$ cat src/rtl/lab62_soc_multi_pio.sv
// Multi-channel double-buffered Avalon-MM output PIO: software fills shadow
// registers, live outputs load immediately (IMM) or atomically on a commit.
module lab62_soc_multi_pio #(
  parameter int         DATA_WIDTH = 20,
  parameter int         NUM_CH     = 4,
  parameter int         ADDR_W     = 4,
  parameter logic [1:0] CTRL_RESET = 2'b01
) (
  input  logic                         clk,
  input  logic                         reset,
  input  logic [ADDR_W-1:0]            address,
  input  logic                         chipselect,
  input  logic                         write_n,
  input  logic [31:0]                  writedata,
  output logic [31:0]                  readdata,
  input  logic                         frame_sync,
  output logic [NUM_CH*DATA_WIDTH-1:0] out_port,
  output logic                         commit_pulse,
  output logic                         pending
);

  // Avalon slave handshake: zero wait states. A write is accepted on every
  // rising edge where chipselect & ~write_n; readdata is a combinational
  // function of address and register state, valid in the same cycle.

  localparam logic [ADDR_W-1:0] CTRL_ADDR = ADDR_W'(2 * NUM_CH);
  localparam logic [ADDR_W-1:0] CMT_ADDR  = ADDR_W'(2 * NUM_CH + 1);

  typedef logic [NUM_CH-1:0][DATA_WIDTH-1:0] bank_t;

  bank_t       shadow_q, shadow_d;
  bank_t       live_q, live_d;
  logic [1:0]  ctrl_q, ctrl_d;
  logic        pending_q, pending_d;
  logic        pulse_q, pulse_d;
  logic        fs_q, fs_d;

  logic              wr;
  logic              fs_rise;
  logic              commit_evt;
  logic              shadow_wr;
  logic [NUM_CH-1:0] ch_sel;
  logic              unused_wd;

  // Upper writedata bits are don't-care for narrow channels.
  assign unused_wd = ^writedata;

  always_comb begin
    wr      = chipselect & ~write_n;
    fs_rise = frame_sync & ~fs_q;
    ch_sel  = '0;
    for (int i = 0; i < NUM_CH; i++) begin
      ch_sel[i] = wr && (address == ADDR_W'(i));
    end
    shadow_wr  = |ch_sel;
    commit_evt = (wr && (address == CMT_ADDR)) || (ctrl_q[1] && fs_rise);
  end

  always_comb begin
    shadow_d  = shadow_q;
    live_d    = live_q;
    ctrl_d    = ctrl_q;
    pending_d = pending_q;
    pulse_d   = commit_evt;
    fs_d      = frame_sync;

    // Commit copies the pre-edge shadow; a same-cycle shadow write is not part of it.
    if (commit_evt) begin
      live_d    = shadow_q;
      pending_d = 1'b0;
    end

    for (int i = 0; i < NUM_CH; i++) begin
      if (ch_sel[i]) begin
        shadow_d[i] = writedata[DATA_WIDTH-1:0];
        if (ctrl_q[0]) begin
          live_d[i] = writedata[DATA_WIDTH-1:0];
        end
      end
    end

    if (shadow_wr && !ctrl_q[0]) begin
      pending_d = 1'b1;
    end

    if (wr && (address == CTRL_ADDR)) begin
      ctrl_d = writedata[1:0];
    end
  end

  always_comb begin
    readdata = '0;
    for (int i = 0; i < NUM_CH; i++) begin
      if (address == ADDR_W'(i)) begin
        readdata[DATA_WIDTH-1:0] = shadow_q[i];
      end
      if (address == ADDR_W'(NUM_CH + i)) begin
        readdata[DATA_WIDTH-1:0] = live_q[i];
      end
    end
    if (address == CTRL_ADDR) begin
      readdata[1:0] = ctrl_q;
    end
    if (address == CMT_ADDR) begin
      readdata[0] = pending_q;
    end
  end

  always_ff @(posedge clk or posedge reset) begin
    if (reset) begin
      shadow_q  <= '0;
      live_q    <= '0;
      ctrl_q    <= CTRL_RESET;
      pending_q <= 1'b0;
      pulse_q   <= 1'b0;
      fs_q      <= 1'b0;
    end else begin
      shadow_q  <= shadow_d;
      live_q    <= live_d;
      ctrl_q    <= ctrl_d;
      pending_q <= pending_d;
      pulse_q   <= pulse_d;
      fs_q      <= fs_d;
    end
  end

  assign out_port     = live_q;
  assign commit_pulse = pulse_q;
  assign pending      = pending_q;

endmodule

$ cat config.mk
export PLATFORM = sky130hd
export DESIGN_NAME = lab62_soc_multi_pio
export DESIGN_NICKNAME = d
export VERILOG_FILES = /design/src/rtl/lab62_soc_multi_pio.sv
export SDC_FILE = /design/constraint.sdc
export NUM_CORES = 1
export LEC_CHECK = 0
export ABC_CLOCK_PERIOD_IN_PS = 9800
export BUFFER_PORTS_ARGS = -buffer_cell sky130_fd_sc_hd__buf_2
export CAP_MARGIN = 20
export CORE_MARGIN = 3
export CORE_UTILIZATION = 60
export CTS_CLUSTER_SIZE = 24
export DETAILED_ROUTE_END_ITERATION = 16
export PLACE_DENSITY = 0.91
export SETUP_SLACK_MARGIN = 0.05
export SYNTH_ARGS = -nofsm -noshare
export SYNTH_HDL_FRONTEND = slang
export SYNTH_SLANG_ARGS = --single-unit
$ cat constraint.sdc
create_clock -name clk -period 9.8 [get_ports clk]
set_clock_uncertainty 0.15 [all_clocks]
set_input_delay 1.96 -clock clk [delete_from_list [all_inputs] [get_ports clk]]
set_output_delay 1.96 -clock clk [all_outputs]
set_load 0.01 [all_outputs]
==> results.txt, run 1 <==
The worst hold path begins at shadow_q[30]. Along the worst path, the maximum fanout reaches 35. The number of hold-slack violations in the final timing report came out at 0. The post-detailed-route count of antenna-violating nets is 0. The signed area change from the synthesized netlist to the final layout came out at 14.07%. The worst register-to-register path begins at ctrl_q[1]. Setup repair after global routing left no endpoint under its margin. No sink is reached through more buffers than the 2 on the longest clock path. The starting DRC count in detailed routing is about 740.

The static leakage power came out at about 5 nW. The measured slew at the worst slew-check pin came out at 1.149 ns. Leaving out fill and tap cells, the most frequent cell in the layout is sky130_fd_sc_hd__dfrtp_1. The area of the core region came out at 13450 µm². For this design, the CTS-stage hold fixing added 0 buffers. The maximum single-stage delay on the critical path came out at 0.74 ns.

The setup path with the least slack is of type primary input to output pin. The register bit count reported by yosys came out at 165. The count of final max-slew check failures came out at 0.

By instance count, the cell type seen most on the critical path is sky130_fd_sc_hd__buf_2. The clock period could shrink to 6.288 ns. The placed instance area came out at 9019 µm².

The maximum achievable frequency came out at 0.1590 GHz. The effective utilization at floorplan came out at 62.39%. Summed over all instances, the cell type with the most area after synthesis is sky130_fd_sc_hd__dfrtp_1.

In this run the clock root is driven by a sky130_fd_sc_hd__clkbuf_16. The post-synthesis average cell area is 11.37 µm². The number of flops mapped to enable cells by yosys is 0. The reg-to-reg endpoint is out_port[34]. The distinct cell type count after synthesis is 40. Setup violations remaining at the end of the flow were counted as 0. Setup total negative slack on the finished layout was measured at 0 ns. The share of layout cells above drive strength 1 came out at 33.37%.

The total power density per cell area is 247.3 nW/µm². Among all flip-flop cells after synthesis, the most frequent one is sky130_fd_sc_hd__dfrtp_1. The quantity of I/O buffers inserted on ports is 130. The min-delay analysis places its worst path in the category register to register. The worst hold path terminates at shadow_q[30]. In this run the register-to-register setup slack is 7.39 ns. The first detailed-routing pass took 6 iterations. The top cell types in the final layout, fill and taps aside, are 164 x sky130_fd_sc_hd__dfrtp_1, 129 x sky130_fd_sc_hd__buf_2, 97 x sky130_fd_sc_hd__mux2i_1, 83 x sky130_fd_sc_hd__mux2_2, 75 x sky130_fd_sc_hd__nand2_1. The worst reg2reg path depth is 5.

The count of buffers added by post-CTS timing repair for setup is 0. The synthesized netlist occupies a cell area of 8393 µm². The worst setup path is captured at an output pin. 155 I/O pins were placed. STA classifies the critical path startpoint as a primary input.

The tree built by TritonCTS fans out to 165 sinks. The first global-routing pass estimated between 30000 and 40000 µm of wire. After layout, the worst path uses 64.17% of the clock period.

The number of buffer and inverter instances along the worst setup path came out at 4. The remaining routing DRC violations is 0. Traced cell by cell, the critical path runs through buf_2 -> buf_4 -> clkinv_1 -> nor2_1 -> a21oi_1 -> o21ai_0 -> buf_2. The share of power burned in registers came out at 44.9%. The part of the power in combinational logic came out at 29.1%.

In this run the core area contains between 40 and 50 standard-cell rows. The full die area is between 15000 and 20000 µm². The post-layout net count is 882. The H-tree was split into 4 levels. The CTS buffer count came out at 17. The number of vias per cell after detailed routing is between 6 and 7. The reported max-cap violation count came out at 0. After global routing the overflow that remains totals 0. The data required time at the worst endpoint is 7.69 ns. The number of global-route vias before repair came to ~6500. The top-area cell type share of the netlist area is around half. Global routing used approximately 30% of the available tracks. TritonCTS built the clock tree. The cell internal power dissipation came out at between 1.5 and 2 mW. Along the worst hold path, the cell count comes to 1. Synthesis handed over a netlist of 738 instances. The fraction of power consumed by the clock network came out at 26.1%. The repair_antennas step left the layout with diodes totalling 0. The detailed-placement wirelength estimate came out at 13960 µm.

The critical-path cell with the highest stage delay is sky130_fd_sc_hd__clkinv_1. The power spent charging and discharging nets came out at 0.7920 mW. The vias after detailed routing came out at roughly 6600. In the post-synthesis netlist, the biggest area contributors are sky130_fd_sc_hd__dfrtp_1 49%, sky130_fd_sc_hd__mux2i_1 12%, sky130_fd_sc_hd__mux2_2 11%. Cells fill ~71% of the core in the end. The clock transition at the registers of the reported paths is 0.06 ns. The number of instances resized during post-cts repair came out at 0. Across the VDD grid, the largest voltage drop is 0.0001562 V.

At the later pin of the worst-skew pair, clock insertion delay measures approximately 0.43 ns. The routability congestion estimate from global placement is about 0.81. The die outline height came out at 124.3 µm. Summing all non-filler instances in the final layout gives an area of between 9000 and 10000 µm². The arrival time reported for the critical path endpoint is 4.18 ns. The flow ran to the end, and the final reports show no timing, DRC or antenna violations. The routed wirelength normalized by instance count is 21.85 µm.

The detailed-route wire length is 22510 µm. The sequential-to-total area share from yosys stat came out at 49.21%. The initial antenna violation count is 1. The count of synthesis-stage warnings from yosys came out at 0. The floorplan step set the die width to ~120 µm.

The cell family contributing the most delay on the critical path is buffers and inverters. Counting flops with an async set or reset pin after synthesis yields a share of between 90% and 100%. The largest net degree at the start of global routing came out at 101. Net switching is 33.45% of the power.

The worst slew margin relative to its limit came out at a little under a quarter.
metal layers:
| metal | global-route usage, % | vias to the layer above | wire (µm) |
|---|---|---|---|
| li1 | - | 2816 | - |
| met1 | 39.73 | 3247 | 8861 |
| met4 | 13.15 | 2 | 766 |
| met2 | 44.59 | 421 | 10570 |
| met3 | 7.247 | 69 | 2296 |
| met5 | 0 | - | 11 |
flip-flops by register name (all words and copies together) (netlist names):
signal,cells
out_port,80
ctrl_q,2
pending,1
fs_q,1
commit_pulse,1
shadow_q,80
power by group through the flow:
stage          Sequential [mW]  Combinational [mW]  Clock (mW)
6_report                  1.06               0.688       0.617
2_1_floorplan             1.09               0.355           0
3_3_place_gp              1.05               0.653           0
4_1_cts                   1.06               0.690       0.616
5_1_grt                   1.09               0.746       0.644
3_5_place_dp              1.06               0.681           0
metrics by stage:
step           hold WS (ns)  cells  total power [mW]  setup WS (ns)
2_1_floorplan        0.3436    749             1.449          3.230
3_3_place_gp         0.3418    997             1.706          3.624
3_5_place_dp         0.3585    997             1.746          3.586
4_1_cts              0.3719   1029             2.362          3.570
5_1_grt              0.3975   1030             2.481          3.397
6_report             0.3765   1030             2.367          3.512
cell families (layout without fill, tap and decap cells):
| logic type | after synthesis | after routing | synth area share [%] |
|---|---|---|---|
| buffers and inverters | 73 | 178 | 4.726 |
| AO/OA/AOI/OAI | 134 | 134 | 8.721 |
| AND/OR/NAND/NOR | 161 | 161 | 8.155 |
| other | 1 | 12 | 0.04468 |
| multiplexers | 204 | 204 | 29.14 |
| flip-flops | 165 | 165 | 49.21 |
worst max path at each step:
stage	from	endpoint	slack [ns]	depth (start not counted)
2_1_floorplan	reset	commit_pulse	3.23	1
3_3_place_gp	address[1]	readdata[1]	3.62	7
3_5_place_dp	address[1]	readdata[1]	3.59	7
4_1_cts	address[1]	readdata[1]	3.57	7
5_1_grt	address[1]	readdata[1]	3.40	7
6_report	address[1]	readdata[1]	3.51	7
worst reg2reg max path, cell delays in order, from the launching register on:
cell	delay (ns)
sky130_fd_sc_hd__dfrtp_1	0.40
sky130_fd_sc_hd__nand2_1	0.07
sky130_fd_sc_hd__o32a_2	0.42
sky130_fd_sc_hd__buf_4	0.74
sky130_fd_sc_hd__mux2i_1	0.36
sky130_fd_sc_hd__o21ai_0	0.13
cells in the mapped netlist (all sizes together), types with 2 or more instances:
cell and instances:
dfrtp 164, mux2i 97, mux2 83, nand2 75, a21oi 63, nor2 56, o21ai 54, buf 50
mux4 24, clkbuf 18, nand2b 7, nand3 5, a311o 4, inv 4, nor3 4, o2bb2ai 4
and3 3, nor2b 3, a31oi 2, o211ai 2
layout make-up:
type	count	area [µm²]
multi-input cells	511	3916
well taps	176	220.2
fillers	928	3879
flip-flops and latches	165	4130
clock buffers	21	450.4
clock inverters	11	85.08
repair buffers	141	748.2
inverters	5	23.77
(Power assumes the default switching activity.)
==> run 2: changes to the inputs <==
- ABC_CLOCK_PERIOD_IN_PS: 9800 -> 5620
- CORE_UTILIZATION: 60 -> 51
- PLACE_DENSITY: 0.91 -> 0.83
- clock period: 9.8 -> 5.62 ns (I/O delays scaled with it)
==> results.txt, run 2 (synthesis results as in run 1) <==
The run finished with clean final reports. The class of the tightest hold or removal check is register to register. The arrival time reported for the critical path endpoint is 3.14 ns. TritonCTS created 17 clock buffers. The starting DRC count in detailed routing is roughly 490. Along the worst hold path, the cell count comes to 1.

Once the floorplan was initialized, standard cells occupied between 50% and 60% of the core. The library cell used most frequently in the layout, excluding fill and tap cells, is sky130_fd_sc_hd__dfrtp_1. The detailed-placement wirelength estimate came out at 14200 µm.

Dividing the detail-routed wire length by the instance count gives 20.86 µm. The total power density per cell area is 430.4 nW/µm². The smallest hold slack came out at 0.3788 ns. IR analysis of the VDD net gives a maximum drop of 0.0002466 V.

In this run the remaining antenna-violating nets after routing total 0. Adding up every negative setup slack in the final design gives 0 ns. For the pin with the worst max-slew slack, the measured transition is roughly 1.1 ns. The quantity of I/O buffers inserted on ports is 130.

The quantity of hold-fixing buffers added after cts is 0. The number of hold-slack violations in the final timing report is 0. The signed area change from the synthesized netlist to the final layout is 15.22%. The wire length of the first global-routing pass came out at 35270 µm.

The clock network latency to the later pin of the worst-skew pair came out at ~0.44 ns. Setup repair after global routing left no endpoint under its margin. The static leakage power came out at 5.011 nW.

The number of inserted filler cells in the final layout came out at 1331. After detailed routing, the number of remaining DRC violations is 0. The maximum fanout along the worst path is 63.

The final setup violation count is 0. The count of final max-slew check failures came to 0. The number of instances resized during post-cts repair is 0. Summed over all layers, the global routing overflow is 0.

The net count of the finished layout is about 890. The initial antenna violation count is 2. TritonCTS built the clock tree. The global routing usage summed across all routing layers came out at about a quarter.

The number of cells on the worst reg-to-reg path is 5. The antenna diode count is 0. Clock tree synthesis found a total of 165 sinks. The count of buffers added by post-CTS timing repair for setup is 0. STA classifies the critical path startpoint as a primary input. For this design the top-level I/O count stands at 155. The reported max-cap violation count came out at 0. The die outline height is between 100 and 150 µm. The time the final worst path needs with I/O delays and setup is between 4 and 5 ns. At the worst endpoint, the required time is ~4.4 ns. The post-route fraction of the period consumed by the critical path came out at 78.47%. Headroom to the max-slew limit came out at 28.80%.

The clock transition at the registers of the reported paths came out at ~0.060 ns. The detailed-routing iteration count for the pre-antenna-repair pass came out at 6. The clock tree synthesis step divided the H-tree into 4 levels. The maximum achievable frequency came out at 0.2268 GHz. Using the TritonRoute via totals, the vias-per-cell ratio works out to 5.932. Once layout is done, the placed cells without fillers occupy 9671 µm². The largest net degree at the start of global routing is around 170.

The register cell area after layout came out at 4130 µm². The top cell types in the final layout, fill and taps aside, are 164 x sky130_fd_sc_hd__dfrtp_1, 129 x sky130_fd_sc_hd__buf_2, 97 x sky130_fd_sc_hd__mux2i_1, 83 x sky130_fd_sc_hd__mux2_2, 75 x sky130_fd_sc_hd__nand2_1. The share of layout cells above drive strength 1 came out at 33.49%. The total area of multi-input combinational cells came out at 3916 µm². Summed over all layers, the routed wires come to 22320 µm. The number of global-route vias before repair came to 6294. The worst setup path is captured at an output pin. Routability-driven placement finished with a final weighted congestion of 0.8374. The count of standard-cell rows is 46. The clock root buffer is sky130_fd_sc_hd__clkbuf_16. The deepest clock path buffer count is 2. The full die area came out at 18030 µm².

The final cell utilization of the core is 60.44%. By startpoint and endpoint, the worst setup path is classified as primary input to output pin. The area of the core region came out at 16000 µm². For this block, the via count after detailed routing is 6347. The die span in x is roughly 130 µm.

In this run the cell area measured after placement is 9110 µm².
## run 2: cell types whose count changed in the layout (fill, tap and decap cells not counted), sizes merged
cell	previous run	this run
buf	141	144
clkinvlp	2	1
inv	4	3
clkinv	9	4
clkbuf	21	25
## run 2: power breakdown
group | leakage (nW) | switching (mW) | internal [mW] | total [mW]
Clock | 0.281 | 0.460 | 0.671 | 1.13
Combinational | 2.61 | 0.599 | 0.580 | 1.18
Sequential | 2.12 | 0.298 | 1.55 | 1.85
## run 2: metal layers
metal	global-route usage (%)	vias to the layer above	wire length, µm
met4	9.502	4	672
met2	37.74	274	10320
li1	-	2811	-
met1	35.32	3201	9751
met5	0	-	36
met3	7.389	57	1542
## run 2: final timing paths
path / startpoint / endpoint / slack, ns
setup / recovery: address[2] / readdata[15] / 1.21
hold / removal: shadow_q[10] / shadow_q[10] / 0.38
setup reg to reg: ctrl_q[1] / out_port[4] / 3.22
hold reg to reg: shadow_q[10] / shadow_q[10] / 0.38
max in group asynchronous: reset / shadow_q[79] / 3.84
min in group asynchronous: reset / shadow_q[60] / 0.76
## run 2: per-stage QoR
| stage | setup slack (ns) | std cells | total power [mW] |
|---|---|---|---|
| 3_5_place_dp | 1.230 | 1041 | 3.041 |
| 2_1_floorplan | 1.927 | 749 | 2.527 |
| 5_1_grt | 1.047 | 1070 | 4.377 |
| 6_report | 1.210 | 1070 | 4.162 |
| 4_1_cts | 1.221 | 1070 | 4.172 |
| 3_3_place_gp | 1.228 | 1041 | 2.984 |
## run 2: critical path, stage by stage
cell and delay (ns):
sky130_fd_sc_hd__buf_4 0.76, sky130_fd_sc_hd__nor2_1 0.44, sky130_fd_sc_hd__a311o_1 0.49, sky130_fd_sc_hd__o2bb2ai_1 0.12, sky130_fd_sc_hd__buf_2 0.15
## run 2: area by class of cell
cell class,count,area share (%)
inverters,5,0.2329
clock inverters,4,0.4658
multi-input cells,511,40.50
flip-flops and latches,165,42.71
repair buffers,144,7.970
well taps,216,2.795
clock buffers,25,5.331
==> run 3: changes to the inputs <==
- ABC_CLOCK_PERIOD_IN_PS: 5620 -> 4500
- CORE_UTILIZATION: 51 -> 56
- PLACE_DENSITY: 0.83 -> 0.86
- clock period: 5.62 -> 4.5 ns (I/O delays scaled with it)
==> results.txt, run 3 (synthesis results as in run 1) <==
The clock transition at the registers of the reported paths came out at 0.07 ns. The tree built by TritonCTS fans out to 165 sinks. The total power density per cell area came out at 559.5 nW/µm². STA classifies the critical path endpoint as an output pin. The total congestion overflow after global routing came out at 0. The routability congestion estimate from global placement came out at 0.8841. The detailed-routing iteration count for the pre-antenna-repair pass is 5.

The worst path uses 83.64% of the clock period. The measured slew at the worst slew-check pin is 0.8324 ns. After detailed routing, the average wire length per cell comes to 21.38 µm.

The library cell used most frequently in the layout, excluding fill and tap cells, is sky130_fd_sc_hd__dfrtp_1. The post-route netlist has 34.26% of its cells at a drive strength greater than 1. The die span in x is approximately 130 µm. The area of the core region came out at ~15000 µm². The initial antenna violation count was 0. The full die area is 16490 µm².

The die outline height is between 100 and 150 µm. The post-detailed-route count of antenna-violating nets came out at 0. The CTS buffer count came out at 17. 0 antenna diodes ended up in the layout. The number of vias per cell after detailed routing is 6.173. The number of hold-slack violations in the final timing report is 0. Entering global routing, the biggest net connects 87 pins. The smallest hold slack is 0.3663 ns.

The count of buffers added by post-CTS timing repair for setup came out at 0. The starting DRC count in detailed routing is 545. Setup repair after global routing left no endpoint under its margin.

The detailed-placement wirelength estimate is 14630 µm. The first global-routing pass estimated 34700 µm of wire. The signal on the critical path passes through buf_2 -> buf_4 -> nand2_1 -> or2_2 -> o21ai_0 -> nor3_1 -> buf_2. The flow ran to the end, and the final reports show no timing, DRC or antenna violations.

The deepest clock path buffer count is 2. Max-cap violations in this run came to 0. At the later pin of the worst-skew pair, clock insertion delay measures about 0.43 ns. The detailed-route wire length came out at 22410 µm. Setup violations remaining at the end of the flow were counted as 0. The slowest stage of the critical path belongs to the cell sky130_fd_sc_hd__or2_2.

The nature of the critical path startpoint is a primary input. The number of global-route vias before repair is 6284. The worst-case IR drop observed on VDD is 0.0003255 V. Clock tree synthesis selected as its root buffer the cell sky130_fd_sc_hd__clkbuf_16.

The maximum fanout along the worst path is 20. The count of standard-cell rows is 44. TritonCTS built the clock tree.

The arrival time reported for the critical path endpoint is 2.71 ns. At the worst endpoint, the required time is 3.45 ns. Measured against its own limit, the worst slew margin works out to 44.50%. In the final timing run, aggregate negative setup slack is 0 ns.

The maximum single-stage delay on the critical path is 0.42 ns. The quantity of I/O buffers inserted on ports came out at 130. The critical path contains buffers and inverters numbering 3 combined. The CTS H-tree depth is 4. The overall power after layout is 5.520 mW. The global routing usage summed across all routing layers is between 20% and 30%.

For this design the top-level I/O count stands at between 150 and 200. For this run, design rule violations remaining after detail routing come to 0. The critical path in this run is classified as primary input to output pin. Relative to the synthesized area, the layout overhead comes to 17.55%. The effective utilization at floorplan is 57.53%. The number of instances resized during post-cts repair is 0. The count of final max-slew check failures came out at 0. After the last flow step, the layout net total stands at 893. Summed over all cells, the static leakage comes to 5.129 nW. The worst hold path belongs to the class register to register. Based on the critical path, the design can be clocked at up to approximately 0.27 GHz. The family with the most delay on the worst path is buffers and inverters.

The time the final worst path needs with I/O delays and setup came out at 3.764 ns. In the layout the commonest cells are 164 x sky130_fd_sc_hd__dfrtp_1, 129 x sky130_fd_sc_hd__buf_2, 97 x sky130_fd_sc_hd__mux2i_1, 83 x sky130_fd_sc_hd__mux2_2, 75 x sky130_fd_sc_hd__nand2_1. The quantity of hold-fixing buffers added after cts is 0. In this design, the critical path's most frequently occurring cell is sky130_fd_sc_hd__buf_2. The vias after detailed routing came out at 6469.
-- run 3: final cells by class --
| cell class | count | area [µm²] |
|---|---|---|
| fill | 1059 | 4723 |
| inverter | 5 | 22.52 |
| multi-input combinational | 511 | 3916 |
| clock inverter | 10 | 225.2 |
| sequential | 165 | 4130 |
| tap | 184 | 230.2 |
| clock buffer | 21 | 460.4 |
| timing repair buffer | 152 | 880.8 |
-- run 3: where the power goes --
part	internal [mW]	total, mW	switching, mW
Clock	1.12	1.70	0.576
Combinational	0.734	1.50	0.767
Sequential	1.94	2.32	0.382
Total	3.79	5.52	1.73
-- run 3: metal layers --
| layer | routed length (µm) | up-vias | GRT usage [%] | part of all wire [%] |
|---|---|---|---|---|
| li1 | - | 2849 | - | - |
| met1 | 8923 | 3261 | 36.36 | 40 |
| met2 | 10800 | 307 | 43.21 | 48 |
| met3 | 2116 | 52 | 7.846 | 9.4 |
| met4 | 566 | 0 | 9.988 | 2.5 |
| met5 | 0 | - | 0 | 0 |
-- run 3: worst reg2reg max path, cell delays in order, from the launching register on --
cell,delay (ns)
sky130_fd_sc_hd__dfstp_2,0.60
sky130_fd_sc_hd__inv_1,0.08
sky130_fd_sc_hd__or3_1,0.70
sky130_fd_sc_hd__buf_4,0.37
sky130_fd_sc_hd__nor2_1,0.13
sky130_fd_sc_hd__a21oi_1,0.05
-- run 3: path summary, 6_finish.rpt --
kind / start / end / slack (ns) / cells past startpoint
max: address[1] / readdata[17] / 0.74 / 7
min: pending / pending / 0.37 / 2
max reg2reg: ctrl_q[0] / out_port[63] / 2.28 / 5
min reg2reg: pending / pending / 0.37 / 2
max in group asynchronous: reset / out_port[6] / 2.71 / 3
min in group asynchronous: reset / shadow_q[60] / 0.45 / 2
-- run 3: stage by stage --
stage	std cells	util (%)	setup WS, ns	area, µm²
6_report	1048	67.62	0.7362	9866
5_1_grt	1048	67.62	0.6435	9866
4_1_cts	1048	67.62	0.7675	9866
3_5_place_dp	1017	62.92	0.7694	9180
3_3_place_gp	1017	62.92	0.7960	9180
2_1_floorplan	749	-	1.255	8438
